## config.mk

```make
export PLATFORM = sky130hd
export DESIGN_NAME = counter_4bit_flat
export DESIGN_NICKNAME = d
export VERILOG_FILES = /design/src/rtl/counter_4bit_if.sv /design/src/rtl/counter_4bit.sv /design/src/flat_wrapper.sv
export SDC_FILE = /design/constraint.sdc
export NUM_CORES = 1
export LEC_CHECK = 0
export BUFFER_PORTS_ARGS = -buffer_cell sky130_fd_sc_hd__buf_2
export CAP_MARGIN = 20
export CORE_AREA = 4 4 41 43
export DETAILED_ROUTE_END_ITERATION = 8
export DIE_AREA = 0 0 45 47
export PLACE_DENSITY = 0.45
export SYNTH_ARGS = -nofsm -noshare
export SYNTH_HDL_FRONTEND = slang
export SYNTH_SLANG_ARGS = --single-unit
```

## constraint.sdc

```tcl
create_clock -name clk -period 1.1 [get_ports clk]
set_input_delay 0.055 -clock clk [delete_from_list [all_inputs] [get_ports clk]]
set_output_delay 0.055 -clock clk [all_outputs]
set_load 0.03 [all_outputs]
```

## src/rtl/counter_4bit_if.sv

```systemverilog
// Output bundle of the modulo counter. The counter drives it through the
// master modport; anything using the timebase reads it through slave.
interface counter_4bit_if #(
    parameter int WIDTH = 4
);
    logic [WIDTH-1:0] count;
    logic [WIDTH-1:0] count_gray;
    logic             tc;
    logic             wrapped;

    modport master (
        output count,
        output count_gray,
        output tc,
        output wrapped
    );

    modport slave (
        input count,
        input count_gray,
        input tc,
        input wrapped
    );
endinterface

```

## src/rtl/counter_4bit.sv

```systemverilog
// Free-running modulo counter used as a timebase. Produces a registered
// count, its Gray-coded copy, a terminal-count strobe that flags the edge
// about to wrap, and a sticky flag that stays set once the first wrap has
// happened. Up or down, with any step below the modulus.
module counter_4bit #(
    parameter int     WIDTH   = 4,
    parameter longint MODULUS = longint'(1) << WIDTH,
    parameter longint STEP    = 1,
    parameter bit     DOWN    = 1'b0
) (
    input  logic               clk,
    input  logic               rst,
    counter_4bit_if.master     bus
);

    // Illegal parameter combinations stop elaboration with a message.
    generate
        if (WIDTH < 1 || WIDTH > 32) begin : g_bad_width
            $error("counter_4bit: WIDTH=%0d is outside 1..32", WIDTH);
        end
        if (MODULUS < 2 || MODULUS > (longint'(1) << WIDTH)) begin : g_bad_modulus
            $error("counter_4bit: MODULUS=%0d is outside 2..2**WIDTH (WIDTH=%0d)",
                   MODULUS, WIDTH);
        end
        if (STEP < 1 || STEP >= MODULUS) begin : g_bad_step
            $error("counter_4bit: STEP=%0d is outside 1..MODULUS-1 (MODULUS=%0d)",
                   STEP, MODULUS);
        end
    endgenerate

    // One extra bit so count+STEP and count+MODULUS never overflow.
    localparam logic [WIDTH:0]   MOD_X   = (WIDTH+1)'(MODULUS);
    localparam logic [WIDTH:0]   STEP_X  = (WIDTH+1)'(STEP);
    localparam logic [WIDTH-1:0] RST_VAL = DOWN ? WIDTH'(MODULUS - 1) : '0;

    logic [WIDTH-1:0] count_q;
    logic             wrapped_q;
    logic [WIDTH:0]   count_x;
    logic [WIDTH:0]   next_x;
    logic             tc;

    // Next-state and wrap detection; tc is the "this edge wraps" condition.
    always_comb begin
        count_x = {1'b0, count_q};
        next_x  = '0;
        tc      = 1'b0;
        if (DOWN) begin
            tc = (count_x < STEP_X);
            if (tc) begin
                next_x = count_x + (MOD_X - STEP_X);
            end else begin
                next_x = count_x - STEP_X;
            end
        end else begin
            next_x = count_x + STEP_X;
            tc     = (next_x >= MOD_X);
            if (tc) begin
                next_x = next_x - MOD_X;
            end
        end
    end

    // Count register and sticky wrap flag; reset wins over everything.
    always_ff @(posedge clk) begin
        if (rst) begin
            count_q   <= RST_VAL;
            wrapped_q <= 1'b0;
        end else begin
            count_q <= WIDTH'(next_x);
            if (tc) begin
                wrapped_q <= 1'b1;
            end
        end
    end

    assign bus.count      = count_q;
    assign bus.count_gray = count_q ^ (count_q >> 1);
    assign bus.tc         = tc;
    assign bus.wrapped    = wrapped_q;

endmodule

```

## src/flat_wrapper.sv

```systemverilog
// flat-port wrapper written by rule: the top's interface ports become plain ports
module counter_4bit_flat 
#(
    parameter int     WIDTH   = 4,
    parameter longint MODULUS = longint'(1) << WIDTH,
    parameter longint STEP    = 1,
    parameter bit     DOWN    = 1'b0
)
  (clk, rst, bus_count, bus_count_gray, bus_tc, bus_wrapped);
  counter_4bit_if #(.WIDTH(WIDTH)) bus_i ();
  input  logic clk;
  input  logic rst;
  output wire logic [$bits(bus_i.count)-1:0] bus_count;
  output wire logic [$bits(bus_i.count_gray)-1:0] bus_count_gray;
  output wire logic [$bits(bus_i.tc)-1:0] bus_tc;
  output wire logic [$bits(bus_i.wrapped)-1:0] bus_wrapped;
  assign bus_count = bus_i.count;
  assign bus_count_gray = bus_i.count_gray;
  assign bus_tc = bus_i.tc;
  assign bus_wrapped = bus_i.wrapped;
  counter_4bit #(.WIDTH(WIDTH), .MODULUS(MODULUS), .STEP(STEP), .DOWN(DOWN)) u_core (.clk(clk), .rst(rst), .bus(bus_i));
endmodule
```

==> qor.csv <==
metric,value,unit
status,completed,
drt wl/cell,9.43,um
CP arrival,1020,ps
final wirelength,462,um
reg-to-reg startpoint,u_core.bus.count[2]$_SDFF_PP0_,
Tmin final,1080,ps
"Area growth, synth to finish",68.2,%
Die Span Y,47,um
WHS,29.3,ps
fraction of layout cells with a size suffix above 1,67.6,%
Post-Synth XOR/XNOR Area,4.05,%
Pwr per Cell Area,1470,nW/um2
Ant. Diodes,0,
area of the core,1300,um2
Final Slew Violations,0,
Adder-Cell Fraction of Synth Area,17.3,%
die area,2120,um2
synth top area cells,"dfxtp_1, ha_1, buf_4",
element type at the critical path start,flop,
Worst slew margin,89.4,%
Vias/cell,3.88,
post-synthesis cell type count,11,
CTS root buf,clkbuf_4,
pin count of the biggest net entering global routing,6,
setup TNS,0,ps
CTS tree,built,
crit path kind,flop to output port,
Final Hold Violating Endpoints,0,
Final Cycle Share,98.1,%
synth warn,0,
actual slew at the worst max-slew pin,160,ps
initial DRC count,2,
Pleak,0.168,nW
post-synthesis mux area share,0,%
initial core utilization,16.6,%
CTS max path bufs,2,
crit end category,output port,
compound-cell area share of the yosys netlist,11.0,%
Yosys top cell area share,46.2,%
RSZ-0062 raised after global routing,no,
Post-Syn Area,216,um2
Max Cap Viol,0,
Rows,13,
"Data required, critical path",1040,ps
grt ovf,0,
nets@finish,40,
first-pass GRT wire length,724,um
total number of vias,190,
initial antenna violation count,0,
GR Util All Layers,5.53,%
Min-Delay Path Class,primary input to flop,
largest family of logic cells by synthesized area,adder cells,
clock skew,1.03,ps
hold path startpoint,rst,
Mapped Avg Cell Area,10.8,um2
DRT antenna net count,0,
Setup crit start,u_core.bus.count[2]$_SDFF_PP0_,
clock sink count,5,
total design power,0.000534,W
DRC,0,
crit-path max FO,4,
Skew-Pair Late Insertion Delay,240,ps
sequential share of the synthesized area,46.2,%
Peak Freq,0.926,GHz
worst vdd ir,0.514,mV
Final Util,28.0,%
Num CTS Buffers,3,
#FFs+latches synth,5,
hold buffer count at cts,0,
die width,45,um
port bufs,11,
post-synth top area cell,dfxtp_1,
RD Place Congestion,0.681,
Simple-Gate Fraction of Synth Area,14.5,%
final count of negative-setup-slack endpoints,0,
IO Count,12,
first drt pass iteration count,2,
number of global-route vias before repair,189,
Syn Nets,25,
Gate Count Post-Synth,20,
Clock H-tree levels,1,
Worst-path clk slew,40,ps
per-layer routing:
layer	part of all wire, %	vias to the layer above	global-route usage (%)
met5	0	-	0
met4	6.5	0	10.5
met3	5.8	4	1.15
met2	53	7	8.47
met1	34	86	4.33
li1	-	93	-
cell usage in the layout (no fill, tap or decap), types with 2 or more instances in the layout:
cell,synthesis,final
buf_4,2,3
buf_2,0,7
buf_6,0,2
ha_4,0,2
dfxtp_4,0,2
nor2_1,3,3
dfxtp_2,0,2
clkbuf_4,0,3
kinds of logic (layout without fill, tap and decap cells):
kind of cell | Yosys count | after routing
AND/OR/NAND/NOR | 6 | 6
adder cells (fa/ha/maj) | 3 | 3
AO/OA/AOI/OAI | 3 | 3
buffers and inverters | 2 | 16
XOR/XNOR | 1 | 1
flip-flops | 5 | 5
critical path: stages, from the launching register on:
cell	delay, ps
dfxtp_4	350
ha_4	160
and2_4	150
buf_6	130
synthesized netlist by cell type:
cell      n
a21bo_1   1
dfxtp_1   5
and2_1    1
nor2b_1   1
nor2_1    3
a21oi_1   1
xnor2_1   1
buf_4     2
a21oi_2   1
nand3b_1  1
ha_1      3
stage by stage:
stage	std cells	instance area, um2	worst slack, ps
after floorplan	20	219	45.9
after global placement	44	278	155
after detailed placement	44	278	149
after CTS	49	354	-18.7
after global routing	49	364	1.41
final	49	364	20.6
layout make-up:
| class | count | area, um2 |
|---|---|---|
| clock buffer | 4 | 26.3 |
| sequential | 5 | 110 |
| fill | 152 | 937 |
| tap | 15 | 18.8 |
| timing repair buffer | 12 | 80.1 |
| multi-input combinational | 13 | 129 |
path summary, 6_finish.rpt:
path                                                        to  slack, ps  depth (start not counted)
worst min-delay path            u_core.bus.count[3]$_SDFF_PP0_         30                          2
worst min register to register  u_core.bus.count[0]$_SDFF_PP0_        450                          1
worst max-delay path                                    bus_tc         20                          3
worst max register to register  u_core.bus.count[3]$_SDFF_PP0_        170                          3
report_power, final:
group | total [W] | switching [W] | internal [W]
Combinational | 0.000124 | 0.0000747 | 0.0000492
Clock | 0.000206 | 0.0000690 | 0.000137
Sequential | 0.000205 | 0.0000131 | 0.000191
Total | 0.000534 | 0.000157 | 0.000377
repair_timing:
action	4_1_cts	5_1_grt
buffers inserted	1	0
hold endpoints to repair	0	0
pin swaps	1	1
setup endpoints to repair	4	2
resized for setup	12	4
registers in the layout, indices dropped and copies added (netlist names):
signal              cells
u_core.bus.count        4
u_core.bus.wrapped      1
(Power assumes the default switching activity.)
